`config.mk`:
```
export PLATFORM = sky130hd
export DESIGN_NAME = adder_half_precision
export DESIGN_NICKNAME = d
export VERILOG_FILES = /design/src/rtl/fp16_pkg.sv /design/src/rtl/fp16_lzc.sv /design/src/rtl/adder_half_precision.sv
export SDC_FILE = /design/constraint.sdc
export NUM_CORES = 1
export LEC_CHECK = 0
export CELL_PAD_IN_SITES_DETAIL_PLACEMENT = 1
export CELL_PAD_IN_SITES_GLOBAL_PLACEMENT = 1
export CORE_MARGIN = 2
export CORE_UTILIZATION = 48
export CTS_CLUSTER_SIZE = 16
export DETAILED_ROUTE_END_ITERATION = 6
export PLACE_DENSITY_LB_ADDON = 0.3
export SLEW_MARGIN = 30
export SYNTH_ARGS = -nofsm -noshare
export SYNTH_HDL_FRONTEND = slang
export SYNTH_SLANG_ARGS = --single-unit
```
`constraint.sdc`:
```
create_clock -name i_Clk -period 27 [get_ports i_Clk]
set_input_delay 6.75 -clock i_Clk [delete_from_list [all_inputs] [get_ports i_Clk]]
set_output_delay 6.75 -clock i_Clk [all_outputs]
set_load 0.05 [all_outputs]
```
`src/rtl/fp16_pkg.sv`:
```
// Shared binary16 field layout, constants and operand unpacking for the fp16 arithmetic units.
package fp16_pkg;

  localparam int SIGN_BIT = 15;
  localparam int EXP_W    = 5;
  localparam int FRAC_W   = 10;
  localparam int BIAS     = 15;
  localparam int SIG_W    = FRAC_W + 1;

  localparam logic [15:0] FP16_QNAN    = 16'h7E00;
  localparam logic [15:0] FP16_POS_INF = 16'h7C00;
  localparam logic [15:0] FP16_NEG_INF = 16'hFC00;

  typedef struct packed {
    logic             sign;
    logic [EXP_W-1:0] exp;
    logic [SIG_W-1:0] sig;
    logic             is_zero;
    logic             is_inf;
    logic             is_nan;
  } fp16_unpacked_t;

  // Subnormals and zero get effective exponent 1 with a clear implicit bit.
  function automatic fp16_unpacked_t fp16_unpack(input logic [15:0] v);
    fp16_unpacked_t u;
    logic [EXP_W-1:0]  e;
    logic [FRAC_W-1:0] f;
    e         = v[SIGN_BIT-1 -: EXP_W];
    f         = v[FRAC_W-1:0];
    u.sign    = v[SIGN_BIT];
    u.exp     = (e == '0) ? EXP_W'(1) : e;
    u.sig     = {(e != '0), f};
    u.is_zero = (e == '0) && (f == '0);
    u.is_inf  = (e == '1) && (f == '0);
    u.is_nan  = (e == '1) && (f != '0);
    return u;
  endfunction

endpackage

```
`src/rtl/fp16_lzc.sv`:
```
// Combinational leading-zero counter over the 14-bit working significand (14 when all zero).
module fp16_lzc (
  input  logic [13:0] sig,
  output logic [3:0]  lz
);

  always_comb begin
    lz = 4'd14;
    // Scanning upward lets the highest set bit make the final assignment.
    for (int i = 0; i < 14; i++) begin
      if (sig[i]) lz = 4'(13 - i);
    end
  end

endmodule

```
`src/rtl/adder_half_precision.sv`:
```
// IEEE 754 binary16 adder: unpack, align, add/subtract, normalize, round-to-nearest-even,
// registered with one cycle of latency.
module adder_half_precision
  import fp16_pkg::*;
(
  input  logic        i_Clk,
  input  logic        i_Reset,
  input  logic        i_Valid,
  input  logic [15:0] i_Addend1,
  input  logic [15:0] i_Addend2,
  output logic [15:0] o_Sum,
  output logic        o_Valid
);

  fp16_unpacked_t ua, ub;
  logic        a_ge_b;
  logic        sign_l, sign_s;
  logic [4:0]  exp_l, exp_s, exp_diff;
  logic [10:0] sig_l, sig_s;
  logic [13:0] ext_l, ext_s, shifted, lost_mask, aligned;
  logic        sticky, eff_sub;
  logic [14:0] sum_raw;
  logic [3:0]  lz;
  logic [4:0]  max_shl, shl;
  logic [13:0] norm;
  logic [5:0]  exp_n, exp_f;
  logic [10:0] mant;
  logic        round_up;
  logic [11:0] mant_r;
  logic [9:0]  frac_f;
  logic [15:0] result;
  logic [15:0] sum_reg;
  logic        valid_reg;

  assign ua = fp16_unpack(i_Addend1);
  assign ub = fp16_unpack(i_Addend2);

  // Magnitude order follows directly from the {exp,frac} bit pattern.
  assign a_ge_b = i_Addend1[14:0] >= i_Addend2[14:0];
  assign sign_l = a_ge_b ? ua.sign : ub.sign;
  assign sign_s = a_ge_b ? ub.sign : ua.sign;
  assign exp_l  = a_ge_b ? ua.exp  : ub.exp;
  assign exp_s  = a_ge_b ? ub.exp  : ua.exp;
  assign sig_l  = a_ge_b ? ua.sig  : ub.sig;
  assign sig_s  = a_ge_b ? ub.sig  : ua.sig;

  assign exp_diff  = exp_l - exp_s;
  assign ext_l     = {sig_l, 3'b000};
  assign ext_s     = {sig_s, 3'b000};
  assign shifted   = ext_s >> exp_diff;
  assign lost_mask = (14'd1 << exp_diff) - 14'd1;
  assign sticky    = |(ext_s & lost_mask);
  assign aligned   = (exp_diff >= 5'd13) ? {13'd0, |sig_s}
                                         : {shifted[13:1], shifted[0] | sticky};

  assign eff_sub = sign_l ^ sign_s;
  assign sum_raw = eff_sub ? ({1'b0, ext_l} - {1'b0, aligned})
                           : ({1'b0, ext_l} + {1'b0, aligned});

  fp16_lzc u_lzc (
    .sig (sum_raw[13:0]),
    .lz  (lz)
  );

  // The left shift stops at exponent 1; anything left unnormalized is a subnormal.
  assign max_shl = exp_l - 5'd1;
  assign shl     = ({1'b0, lz} > max_shl) ? max_shl : {1'b0, lz};

  always_comb begin
    norm  = '0;
    exp_n = '0;
    if (sum_raw[14]) begin
      norm  = {sum_raw[14:2], sum_raw[1] | sum_raw[0]};
      exp_n = {1'b0, exp_l} + 6'd1;
    end else begin
      norm  = sum_raw[13:0] << shl;
      exp_n = {1'b0, exp_l} - {1'b0, shl};
    end
  end

  assign mant     = norm[13:3];
  assign round_up = norm[2] & (norm[1] | norm[0] | mant[0]);
  assign mant_r   = {1'b0, mant} + {11'd0, round_up};

  always_comb begin
    exp_f  = '0;
    frac_f = mant_r[9:0];
    if (mant_r[11]) begin
      exp_f  = exp_n + 6'd1;
      frac_f = mant_r[10:1];
    end else if (mant_r[10]) begin
      exp_f  = exp_n;
    end
  end

  always_comb begin
    result = {sign_l, exp_f[4:0], frac_f};
    if (ua.is_nan || ub.is_nan) begin
      result = FP16_QNAN;
    end else if (ua.is_inf && ub.is_inf && (ua.sign != ub.sign)) begin
      result = FP16_QNAN;
    end else if (ua.is_inf) begin
      result = i_Addend1;
    end else if (ub.is_inf) begin
      result = i_Addend2;
    end else if (ua.is_zero && ub.is_zero) begin
      result = {ua.sign & ub.sign, 15'd0};
    end else if (sum_raw == '0) begin
      result = 16'h0000;
    end else if (exp_f >= 6'd31) begin
      result = sign_l ? FP16_NEG_INF : FP16_POS_INF;
    end
  end

  always_ff @(posedge i_Clk) begin
    if (i_Reset) begin
      sum_reg   <= 16'h0000;
      valid_reg <= 1'b0;
    end else begin
      valid_reg <= i_Valid;
      if (i_Valid) sum_reg <= result;
    end
  end

  assign o_Sum   = sum_reg;
  assign o_Valid = valid_reg;

endmodule

```
* Word level (Yosys, flattened, before mapping)
Index checks and enable logic that the tools add are counted.
** Word-level totals
- Register bits after elaboration :: 17
- Input port bits :: 35
- Output and inout port bits :: 17
- Logic and storage cells :: 88
** Operators by class
- $add $sub $neg :: 9
- $lt $le $gt $ge :: 4
- Eq/ne operators :: 3
- Shift-type cells :: 3
- Multiplexer cells :: 38
- Bitwise gates (word level) :: 8
- Reduce and logical (&&, ||, !) cells :: 21
** Operators with widths (count)
- 16-bit two-way mux :: 8
- 4-bit two-way mux :: 8
- 14-bit two-way mux :: 2
- 5-bit two-way mux :: 5
- 11-bit two-way mux :: 2
- 10-bit logical NOT :: 2
- 10-bit nonzero test :: 2
- 6-bit two-way mux :: 3
- 14-bit by 14-bit adder with 15-bit output :: 1
- 15-bit greater-or-equal comparator :: 1
- 15-bit logical NOT :: 1
- 15-bit two-way mux :: 1
- 14-bit by 14-bit subtractor with 15-bit output :: 1
- 14-bit bitwise AND :: 1
- 14-bit OR reduction :: 1
- 1-bit by 5-bit << shifter with 14-bit output (first input constant) :: 1
- 14-bit by 5-bit << shifter with 14-bit output :: 1
- 14-bit by 5-bit >> shifter with 14-bit output :: 1
- 14-bit by 1-bit subtractor with 14-bit output (second input constant) :: 1
- 11-bit by 1-bit adder with 12-bit output :: 1
- 3-bit two-way mux :: 4
- 11-bit OR reduction :: 1
- 5-bit equality test (second input constant) :: 2
- 5-bit logical NOT :: 2
- 18 further kinds :: 33

* Longest topological paths before layout
Gate-level depths: netlist of the first run.
- Depth in word-level cells :: 44
- Mapped depth :: 70
- Depth with buffers taken out :: 60

* By module
A second synthesis of the first run with hierarchy kept.
** Unflattened totals
- Cell total of the unflattened synthesis :: 1118
- Area, all modules :: 7409.6 um2
** By module, submodules not included
- adder_half_precision :: instances 1, cells each 1093, area each 7263.2 um2, sequential area each 340.3 um2
- fp16_lzc :: instances 1, cells each 25, area each 146.4 um2, sequential area each 0.0 um2

* Least setup slack after synthesis of the first run
No wires, ideal clock.
- Path kind :: input to register
- From :: in i_Addend2[8]
- To :: reg sum_reg[0] (netlist: o_Sum[0])
- Setup time :: 0.101 ns
- Arrival :: 18.846 ns
- Data required time :: 26.899 ns
- Slack :: 8.053 ns
- Cell stages on the path :: 64
- Path buffers :: 10
- Path through :: inv_1 > ha_1 > a21o_1 > a221o_1 > a21oi_1 > o21a_1 > buf_4 > buf_4 > clkbuf_1 > buf_1 > a21oi_1 > ha_1 > fa_1 > clkbuf_1 > xnor2_1 > clkbuf_1 > clkbuf_1 > mux2i_1 > [... 28 more ...] > or2_2 > buf_4 > nor2_8 > inv_2 > buf_6 > ha_1 > xnor2_1 > nor2_1 > ha_1 > a221o_1 > o21a_1 > nor2_1 > nand3_1 > a21oi_1 > o21ai_1 > a211o_1 > buf_2 > o41ai_1
** On the way
- Longest elaborated chain between the ends :: 43
- Elaborated cells on any way between the ends :: 70
- Those cells by class :: add/sub (9); order compare (4); shift (3); mux (35); bitwise (7); reduce/logical (12)
** Ends and longest elaborated chain
- from (decl) :: line adder_half_precision.sv:10 : input logic [15:0] i_Addend2,
- 15-bit greater-or-equal comparator :: line adder_half_precision.sv:39 : assign a_ge_b = i_Addend1[14:0] >= i_Addend2[14:0];
- 5-bit two-way mux, on equally long branches :: line adder_half_precision.sv:42, adder_half_precision.sv:43
- 5-bit subtractor :: line adder_half_precision.sv:47 : assign exp_diff = exp_l - exp_s;
- 1-bit by 5-bit << shifter with 14-bit output :: line adder_half_precision.sv:51 : assign lost_mask = (14'd1 << exp_diff) - 14'd1;
- 14-bit by 1-bit subtractor with 14-bit output :: line adder_half_precision.sv:51
- 14-bit bitwise AND :: line adder_half_precision.sv:52 : assign sticky = |(ext_s & lost_mask);
- 14-bit OR reduction :: line adder_half_precision.sv:52
- 1-bit OR :: line adder_half_precision.sv:54 : : {shifted[13:1], shifted[0] | sticky};
- [... 27 more ...]
- 6-bit by 5-bit greater-or-equal comparator with 1-bit output :: line adder_half_precision.sv:110 : end else if (exp_f >= 6'd31) begin
- 16-bit two-way mux :: line adder_half_precision.sv:110
- 16-bit two-way mux :: line adder_half_precision.sv:108 : end else if (sum_raw == '0) begin
- 16-bit two-way mux :: line adder_half_precision.sv:106 : end else if (ua.is_zero && ub.is_zero) begin
- 16-bit two-way mux :: line adder_half_precision.sv:104 : end else if (ub.is_inf) begin
- 16-bit two-way mux :: line adder_half_precision.sv:102 : end else if (ua.is_inf) begin
- 16-bit two-way mux :: line adder_half_precision.sv:100 : end else if (ua.is_inf && ub.is_inf && (ua.sign != ub.sign)) begin
- 16-bit two-way mux (*) :: line adder_half_precision.sv:98 : if (ua.is_nan || ub.is_nan) begin
- to (signal assigned) :: line adder_half_precision.sv:121 : if (i_Valid) sum_reg <= result;
- to (decl) :: line adder_half_precision.sv:32 : logic [15:0] sum_reg;
Every way passes the cells marked *; elsewhere a longest branch is shown, timed or not.
A chain may end at the register's enable or synchronous reset.

* Worst setup path after layout of the first run
- From :: in i_Addend2[12]
- To :: reg sum_reg[8] (netlist: o_Sum[8])
** On the way
- Longest elaborated chain between the ends :: 44
- Elaborated cells on any way between the ends :: 72
- Those cells by class :: add/sub (9); order compare (4); eq/ne (1); shift (3); mux (36); bitwise (7); reduce/logical (12)
** Ends and longest elaborated chain (line)
- branches (longest 43 deep; another with 15-bit greater-or-equal comparator)
- 16-bit two-way mux (*) :: adder_half_precision.sv:98
Every way passes the cells marked *.

==> results.ini, run 1 <==
[synthesis]
synth.largest_area_cell=ha_1
avgSynthCellArea_um2=6.765
ys_types=111
ys_async_sr_fraction_pct=0
syn_inst=1062
syn_area_um2=7184
synth.yosys.seq_area_share_pct=4.737
synth-edff-count=0
ys_warn_count=0
yosys-top-cells-area=ha_1 9.6%, nand2_1 5.9%, a21oi_1 5.2%
synthesis.nets=1154
yosys.area.top_type_share_pct=9.579
ys_ff_latch=17
synth_ff_type=dfxtp_1

[global_routing]
grt_antenna_before_repair=0
grt_pass1_wl_mm=45.39
grtUsageTotal_pct=34.19
first_global_vias=8522
grt_overflow=0
grt_start_max_net_pins=50

[timing]
whs_ns=0.4577
tns_ns=0
fin_crit_sh_pct=79.21
final-max-slew-violation-count=0
relSlewSlack_pct=35.96
min_period_ns=21.39
worstMarginPinSlew_ns=0.9519
max_freq_mhz=46.76
finalSetupViolCount=0
clock_skew_ns=0
finalHoldViolCount=0
rsz0062_at_grt=false
setup_slack_ns=5.615

[floorplanning]
dieHeight_um=126.3
initial_core_util_pct=49.25
num_io_pins=52
dieArea_um2=15960
fp.coreArea_um2=14590
rows=44
die_w_um=126.3

[clock_network]
clk_latency_ns=0.25
cts-buffers-inserted=3
cts-resized-gates=0
clock_sinks=17
cts.reportedPaths.clkPinSlew_ns=0.05
htreeDepth=1
clockBufferDepth=2
post_cts_buffers=0
cts_tree=built
cts_root_buf=clkbuf_16
cts_hold_buf=0

[power_and_ir_drop]
p_sw_share_pct=62.99
p_clk_share_pct=2.7
switchingPower_w=0.0006908
p_comb_share_pct=93.9
p_leak_nw=3.269
vdd_ir_drop_max_uv=96.58
pwr_density_cell_nw_per_um2=139.7
intPower_w=0.0004059
sequentialPowerShare_pct=3.4

[route]
route.antenna.remaining_nets=0
drt_iter0_drc=972
wl_per_cell_um=22.44
drcViolationCount=0
vias=8640
drt-pass1-iter-count=5
vias_per_cell=6.895
drt_wl_total_mm=28.11

[placement]
io_buffers=51
gp_congestion=0.9639
dp_slack_ns=5.396
dp_hpwl_mm=22.34

[critical_path]
cp_max_fo=49
worst-setup-path-type=in -> reg
slowest_delay_ns=0.72
cp_data_required_time_ns=27.13
critPathSlowestCell=o31ai_1
crit_arrival_ns=21.51
cp-end-kind=register
critPathLaunchType=primary input

[finish]
ff_latch_area_um2=340.3
multi_input_area_um2=6339
syn2layout_area_growth_pct=9.282
fin_nets=1162
drive_gt1_share_pct=8.138
n_fill_cell=1935
n_antenna_cell=0

[run_status]
status=finished, final reports clean

[job]
maxCapViolations=0

[hold_path]
hold_class=reg -> reg

final timing paths:
path,startpoint,end,slack (ns),depth (start not counted)
max,i_Addend2[12],o_Sum[8],5.61,51
min,o_Sum[4],o_Sum[4],0.46,2
max reg2reg,o_Sum[9],o_Sum[9],25.76,4
min reg2reg,o_Sum[4],o_Sum[4],0.46,2
layout make-up:
cell class,count,share of cell area (%)
multi-input combinational,913,80.73
timing repair buffer,61,7.458
inverter,74,3.538
sequential,17,4.335
tap,184,2.932
clock buffer,4,1.004
state kept, by name (all words and copies together) (netlist names):
register	count
o_Valid	1
o_Sum	16
kinds of logic after synthesis:
kind of cell               synth area share (%)
buffers and inverters                     7.506
DFF                                       4.737
and+or+nand+nor                           28.09
muxes                                     6.897
adders and majority gates                 10.14
AOI/OAI and AO/OA                         37.65
xor gates and xnor gates                  4.981
critical path, delay by kind of cell:
| kind | cells | cell delay, ns |
|---|---|---|
| xor gates and xnor gates | 2 | 1.13 |
| AOI/OAI and AO/OA | 22 | 6.46 |
| and+or+nand+nor | 15 | 3.47 |
| buffers and inverters | 7 | 1.90 |
| adders and majority gates | 5 | 1.73 |
synthesized netlist by cell type (all sizes together) (6+ instances only):
master and count:
o21bai 6, a211o 8, or2 14, nand2b 9, o41ai 7, a21boi 6, nor3 39, a21oi 76
nor4 13, o211ai 20, o21a 13, dfxtp 17, and3 15, o31ai 20, a211oi 24, ha 55
mux2 8, a31o 6, o32ai 6, and2 10, or3 12, xor2 10, a31oi 12, o2111ai 9
clkbuf 33, mux2i 36, inv 74, nand4 8, buf 25, a21o 14, nand2 113, a2111oi 7
xnor2 23, nor2b 10, nand3 42, o221a 7, o21ai 76, nor2 98
metal layers:
layer | global-route usage [%] | share of wire (%) | vias to the layer above
met4 | 6.593 | 1.5 | 0
li1 | - | - | 4014
met1 | 48.44 | 45 | 4204
met2 | 56.37 | 46 | 380
met5 | 0 | 0 | -
met3 | 3.796 | 7.3 | 42
per-stage QoR:
step	instances	cell area (um^2)	utilization, %	power (W)
after CTS	1253	7836	53.71	0.001070
after global placement	1249	7757	53.17	0.001010
final	1253	7851	53.82	0.001097
after detailed placement	1249	7757	53.17	0.001031
after floorplan	1062	7184	-	0.0007947
after global routing	1253	7851	53.82	0.001187
power groups by stage:
| stage | logic, W | clock network (W) | registers (W) |
|---|---|---|---|
| floorplan | 0.000737 | 0 | 0.0000575 |
| global placement | 0.000973 | 0 | 0.0000364 |
| detailed placement | 0.000995 | 0 | 0.0000367 |
| CTS | 0.00100 | 0.0000302 | 0.0000367 |
| global route | 0.00112 | 0.0000308 | 0.0000373 |
| finish | 0.00103 | 0.0000302 | 0.0000368 |
layout by cell type (no fill, tap or decap), types with 6 or more instances in the layout:
| cell | n |
|---|---|
| nand3_1 | 42 |
| o221a_2 | 7 |
| xnor2_1 | 19 |
| o21ai_0 | 68 |
| nor2_1 | 97 |
| xor2_1 | 8 |
| nor2b_1 | 9 |
| mux2i_1 | 36 |
| a211oi_1 | 22 |
| a31oi_1 | 12 |
| and2_1 | 8 |
| o21a_1 | 12 |
| nor4_1 | 9 |
| o31ai_1 | 18 |
| mux2_2 | 7 |
| o21bai_1 | 6 |
| buf_4 | 10 |
| nand4_1 | 8 |
| or2_2 | 13 |
| o41ai_1 | 6 |
| clkdlybuf4s50_1 | 51 |
| nand2_1 | 113 |
| inv_1 | 72 |
| o2111ai_1 | 9 |
| o211ai_1 | 20 |
| a211o_1 | 8 |
| nor3_1 | 37 |
| nand2b_1 | 8 |
| dfxtp_1 | 17 |
| a21oi_1 | 74 |
| and3_1 | 15 |
| or3_1 | 11 |
| a21o_1 | 14 |
| ha_1 | 55 |
No activity file was read; power rests on OpenSTA's default activity.
==> inputs of run 2 (changes only) <==
--- a/config.mk
+++ b/config.mk
@@ -8,7 +8,7 @@
 export CELL_PAD_IN_SITES_DETAIL_PLACEMENT = 1
 export CELL_PAD_IN_SITES_GLOBAL_PLACEMENT = 1
 export CORE_MARGIN = 2
-export CORE_UTILIZATION = 48
+export CORE_UTILIZATION = 45
 export CTS_CLUSTER_SIZE = 16
 export DETAILED_ROUTE_END_ITERATION = 6
 export PLACE_DENSITY_LB_ADDON = 0.3
==> constraint.sdc (replaced) <==
create_clock -name i_Clk -period 20.7 [get_ports i_Clk]
set_input_delay 5.175 -clock i_Clk [delete_from_list [all_inputs] [get_ports i_Clk]]
set_output_delay 5.175 -clock i_Clk [all_outputs]
set_load 0.05 [all_outputs]
==> run 2 against run 1 <==
Worst setup slack worse by 4.4 ns. Critical path depth unchanged. Register-to-register slack worse by 6.1 ns. Sequential power up 28%. Hold slack better by 0.0017 ns. Clock power up 32%. Critical endpoint is now o_Sum[1].
==> results.ini, run 2 (synthesis gave the netlist of run 1 again) <==
[timing]
max_freq_mhz=51.44
tns_ns=0  ; unchanged
finalHoldViolCount=0  ; unchanged
whs_ns=0.4594  ; was 0.4577 ns
min_period_ns=19.44
final-max-slew-violation-count=0  ; unchanged
clock_skew_ns=0  ; unchanged
rsz0062_at_grt=false  ; unchanged
relSlewSlack_pct=44.44  ; was 35.96%
finalSetupViolCount=0  ; unchanged
fin_crit_sh_pct=93.92
worstMarginPinSlew_ns=0.8264  ; was 0.9519 ns

[route]
drt-pass1-iter-count=5  ; unchanged
route.antenna.remaining_nets=0  ; unchanged
drt_wl_total_mm=28.12  ; was 28.11 mm
wl_per_cell_um=21.90  ; was 22.44 um
drcViolationCount=0  ; unchanged
drt_iter0_drc=849  ; was 972
vias_per_cell=6.639  ; was 6.895
vias=8525  ; was 8640

[power_and_ir_drop]
sequentialPowerShare_pct=3.3  ; was 3.4%
p_leak_nw=3.269  ; about the same
vdd_ir_drop_max_uv=112.8  ; was 96.58 uV
p_comb_share_pct=93.9  ; about the same
switchingPower_w=0.0009016  ; was 0.0006908 W
p_clk_share_pct=2.8  ; was 2.7%
pwr_density_cell_nw_per_um2=181.0  ; was 139.7 nW/um^2
intPower_w=0.0005293  ; was 0.0004059 W
p_sw_share_pct=63.01  ; was 62.99%

[critical_path]
crit_arrival_ns=19.57  ; was 21.51 ns
critPathSlowestCell=nor4b_1  ; was o31ai_1
cp_common_cell=ha_1
cp-end-kind=register  ; unchanged
cp_max_fo=23  ; was 49
cp_data_required_time_ns=20.83  ; was 27.13 ns
worst-setup-path-type=in -> reg  ; unchanged
slowest_delay_ns=0.65  ; was 0.72 ns
critPathLaunchType=primary input  ; unchanged

[placement]
gp_congestion=0.9348  ; was 0.9639
dp_hpwl_mm=22.33  ; was 22.34 mm
io_buffers=51  ; unchanged
placed_cell_area_um2=7794  ; was 7757 um^2

[clock_network]
clk_latency_ns=0.25  ; about the same
cts_root_buf=clkbuf_16  ; unchanged
cts-buffers-inserted=3  ; unchanged
post_cts_buffers=0  ; unchanged
clockBufferDepth=2  ; unchanged
clock_sinks=17  ; unchanged
htreeDepth=1  ; unchanged
cts_tree=built  ; unchanged
cts.reportedPaths.clkPinSlew_ns=0.06  ; was 0.05 ns
cts_hold_buf=0  ; unchanged
cts-resized-gates=0  ; unchanged

[finish]
final_common_cell=nand2_1  ; unchanged
final_core_util_pct=50.13  ; was 53.82%
final_area_um2=7906  ; was 7851 um^2
n_fill_cell=2108  ; was 1935
syn2layout_area_growth_pct=10.05  ; was 9.282%
drive_gt1_share_pct=8.333  ; was 8.138%
n_antenna_cell=0  ; unchanged
fin_nets=1161  ; was 1162
final_cell_mix=113 x nand2_1, 97 x nor2_1, 73 x a21oi_1  ; was 113 x nand2_1, 97 x nor2_1, 74 x a21oi_1
largest_reg_flops=16  ; unchanged

[run_status]
status=finished, final reports clean  ; unchanged

[global_routing]
grt_start_max_net_pins=39  ; was 50
grt_antenna_before_repair=0  ; unchanged
grt_pass1_wl_mm=44.56  ; was 45.39 mm
grt_overflow=0  ; unchanged
first_global_vias=8183  ; was 8522
grtUsageTotal_pct=32.53  ; was 34.19%

[floorplanning]
fp.coreArea_um2=15770  ; was 14590 um^2
initial_core_util_pct=45.56  ; was 49.25%
num_io_pins=52  ; unchanged
rows=46  ; was 44
dieArea_um2=16990  ; was 15960 um^2
die_w_um=130.4  ; was 126.3 um
dieHeight_um=130.4  ; was 126.3 um

[job]
maxCapViolations=0  ; unchanged

[hold_path]
hold_class=reg -> reg  ; unchanged

run 2: cell type report:
type | instances | area, um^2 | share of cell area (%)
Tap cell | 216 | 270.3 | 3.418
Multi-Input combinational cell | 913 | 6360 | 80.44
Sequential cell | 17 | 340.3 | 4.304
Timing Repair Buffer | 60 | 578.1 | 7.311
Clock inverter | 1 | 5.005 | 0.06330
Clock buffer | 3 | 75.07 | 0.9495
Inverter | 74 | 277.8 | 3.513
run 2: metal layers:
metal	up-vias	track usage, %	routed length, um
li1	4011	-	-
met1	4159	47.35	13090
met2	304	53.65	13060
met3	51	1.517	1408
met4	0	6.383	552
met5	-	0	0
run 2: critical path, delay by kind of cell:
kind                     cells  cell delay [ns]
AO/OA/AOI/OAI               21             5.88
XOR/XNOR                     3             1.59
adder cells (fa/ha/maj)      7             2.26
buffers and inverters        7             1.56
AND/OR/NAND/NOR             13             3.05
run 2: final timing paths:
kind / slack [ns] / start / to / cells past startpoint
worst max-delay path: 1.26 / i_Addend2[10] / o_Sum[1] / 51
worst min-delay path: 0.46 / o_Sum[5] / o_Sum[5] / 2
worst max register to register: 19.68 / o_Sum[9] / o_Sum[9] / 4
worst min register to register: 0.46 / o_Sum[5] / o_Sum[5] / 2
run 2: power by group through the flow:
stage                     combinational [W]  clock [W]  sequential, W
after global routing                0.00146  0.0000405      0.0000479
final                               0.00134  0.0000398      0.0000472
after global placement              0.00127          0      0.0000472
after floorplan                    0.000962          0      0.0000750
after detailed placement            0.00129          0      0.0000473
after CTS                           0.00131  0.0000394      0.0000471
run 2: stage by stage:
| step | instances | power, W | worst slack [ns] |
|---|---|---|---|
| final | 1284 | 0.001431 | 1.259 |
| after detailed placement | 1280 | 0.001341 | 0.6865 |
| after global routing | 1284 | 0.001544 | 0.3316 |
| after global placement | 1280 | 0.001321 | 1.378 |
| after floorplan | 1062 | 0.001037 | 3.328 |
| after CTS | 1284 | 0.001392 | 0.9843 |
==> inputs of run 3 (changes only) <==
--- a/config.mk
+++ b/config.mk
@@ -12,7 +12,7 @@
 export CTS_CLUSTER_SIZE = 16
 export DETAILED_ROUTE_END_ITERATION = 6
 export PLACE_DENSITY_LB_ADDON = 0.3
-export SLEW_MARGIN = 30
+export SLEW_MARGIN = 20
 export SYNTH_ARGS = -nofsm -noshare
 export SYNTH_HDL_FRONTEND = slang
 export SYNTH_SLANG_ARGS = --single-unit
==> run 3 against run 2 <==
Largest cell class unchanged. Count of clock-buffer cells in the layout did not move. Clock power fell by 3%. Sequential power rose by 1%.
==> results.ini, run 3 (synthesis gave the netlist of run 1 again) <==
[global_routing]
grt_start_max_net_pins=39  ; unchanged
grt_overflow=0  ; unchanged
grt_pass1_wl_mm=44.95  ; was 44.56 mm
grtUsageMet3_pct=1.640  ; was 1.517%
grtUsageTotal_pct=32.81  ; was 32.53%
first_global_vias=8228  ; was 8183
top_usage_layer=met2  ; unchanged
use_met1_pct=47.97  ; was 47.35%
grtUsageMet2_pct=53.87  ; was 53.65%
grt_antenna_before_repair=0  ; unchanged

[clock_network]
cts_hold_buf=0  ; unchanged
htreeDepth=1  ; unchanged
cts_root_buf=clkbuf_16  ; unchanged
clk_latency_ns=0.24  ; was 0.25 ns
clock_sinks=17  ; unchanged
clockBufferDepth=2  ; unchanged
cts-buffers-inserted=3  ; unchanged
cts-resized-gates=0  ; unchanged
cts.reportedPaths.clkPinSlew_ns=0.05  ; was 0.06 ns
post_cts_buffers=0  ; unchanged
cts_tree=built  ; unchanged

[timing]
setup_slack_ns=1.206  ; was 1.259 ns
max_freq_mhz=51.30  ; was 51.44 MHz
finalSetupViolCount=0  ; unchanged
relSlewSlack_pct=40.86  ; was 44.44%
finalHoldViolCount=0  ; unchanged
tns_ns=0  ; unchanged
fin_crit_sh_pct=94.18  ; was 93.92%
whs_ns=0.4755  ; was 0.4594 ns
rsz0062_at_grt=false  ; unchanged
min_period_ns=19.49  ; was 19.44 ns
final-max-slew-violation-count=0  ; unchanged
worstMarginPinSlew_ns=0.8648  ; was 0.8264 ns
clock_skew_ns=0  ; unchanged

[critical_path]
cp_data_required_time_ns=20.82  ; was 20.83 ns
critPathSlowestCell=a2111oi_0  ; was nor4b_1
critPathLaunchType=primary input  ; unchanged
worst-setup-path-type=in -> reg  ; unchanged
cp_max_fo=23  ; unchanged
cp-end-kind=register  ; unchanged
crit_arrival_ns=19.62  ; was 19.57 ns
cp_common_cell=ha_1  ; unchanged
slowest_delay_ns=0.77  ; was 0.65 ns

[route]
drt-pass1-iter-count=5  ; unchanged
route.antenna.remaining_nets=0  ; unchanged
vias=8567  ; was 8525
drcViolationCount=0  ; unchanged
wl_per_cell_um=22.03  ; was 21.90 um
drt_wl_total_mm=28.28  ; was 28.12 mm
vias_per_cell=6.672  ; was 6.639
drt_iter0_drc=762  ; was 849

[placement]
gp_congestion=0.9348  ; unchanged
io_buffers=51  ; unchanged
dp_hpwl_mm=22.31  ; was 22.33 mm
dp_slack_ns=0.6922  ; was 0.6865 ns
place_inst=1280  ; unchanged

[finish]
fin_nets=1161  ; unchanged
final_cell_mix=113 x nand2_1, 97 x nor2_1, 73 x a21oi_1  ; unchanged
final_core_util_pct=50.13  ; unchanged
drive_gt1_share_pct=8.333  ; unchanged
final_common_cell=nand2_1  ; unchanged
largest_reg_flops=16  ; unchanged
n_antenna_cell=0  ; unchanged
syn2layout_area_growth_pct=10.05  ; unchanged
instances_no_fill=1284  ; unchanged

[hold_path]
hold_class=reg -> reg  ; unchanged

[power_and_ir_drop]
vdd_ir_drop_max_uv=109.7  ; was 112.8 uV
p_leak_nw=3.269  ; about the same
pwr_density_cell_nw_per_um2=181.3  ; was 181.0 nW/um^2

[floorplanning]
fp.coreArea_um2=15770  ; unchanged
dieHeight_um=130.4  ; unchanged
num_io_pins=52  ; unchanged
die_w_um=130.4  ; unchanged
initial_core_util_pct=45.56  ; unchanged
dieArea_um2=16990  ; unchanged
rows=46  ; unchanged

[job]
maxCapViolations=0  ; unchanged

[run_status]
status=finished, final reports clean  ; unchanged

run 3: worst paths after layout:
kind / cells after the start / from / endpoint / slack [ns]
min: 2 / o_Sum[4] / o_Sum[4] / 0.48
max: 50 / i_Addend2[10] / o_Sum[0] / 1.21
max reg2reg: 4 / o_Sum[9] / o_Sum[9] / 19.66
min reg2reg: 2 / o_Sum[4] / o_Sum[4] / 0.48
run 3: routing by layer:
metal | routed length (um) | share of wire (%)
met4 | 507 | 1.8
met3 | 1345 | 4.8
met5 | 0 | 0
met1 | 13270 | 47
met2 | 13160 | 47
run 3: per-stage QoR:
| stage | total power, W | instance area [um^2] |
|---|---|---|
| 3_5_place_dp | 0.001341 | 7790 |
| 3_3_place_gp | 0.001321 | 7790 |
| 2_1_floorplan | 0.001037 | 7184 |
| 4_1_cts | 0.001394 | 7870 |
| 6_report | 0.001434 | 7906 |
| 5_1_grt | 0.001546 | 7906 |
run 3: area by class of cell:
class                      instances  area [um^2]
fill                            2093         7864
multi-input combinational        913         6360
timing repair buffer              60        578.1
sequential                        17        340.3
inverter                          74        277.8
tap                              216        270.3
clock buffer                       3        75.07
clock inverter                     1        5.005
run 3: critical path: cells and delay by family:
kind	cells	cell delay, ns
adder cells (fa/ha/maj)	8	2.61
XOR/XNOR	2	1.03
AO/OA/AOI/OAI	23	7.04
buffers and inverters	7	1.41
AND/OR/NAND/NOR	10	2.35
run 3: power breakdown:
group / switching, W / internal, W / total (W)
clock network: 0.0000129 / 0.0000258 / 0.0000388
registers: 0.00000549 / 0.0000422 / 0.0000477
logic: 0.000886 / 0.000461 / 0.00135
total: 0.000904 / 0.000529 / 0.00143
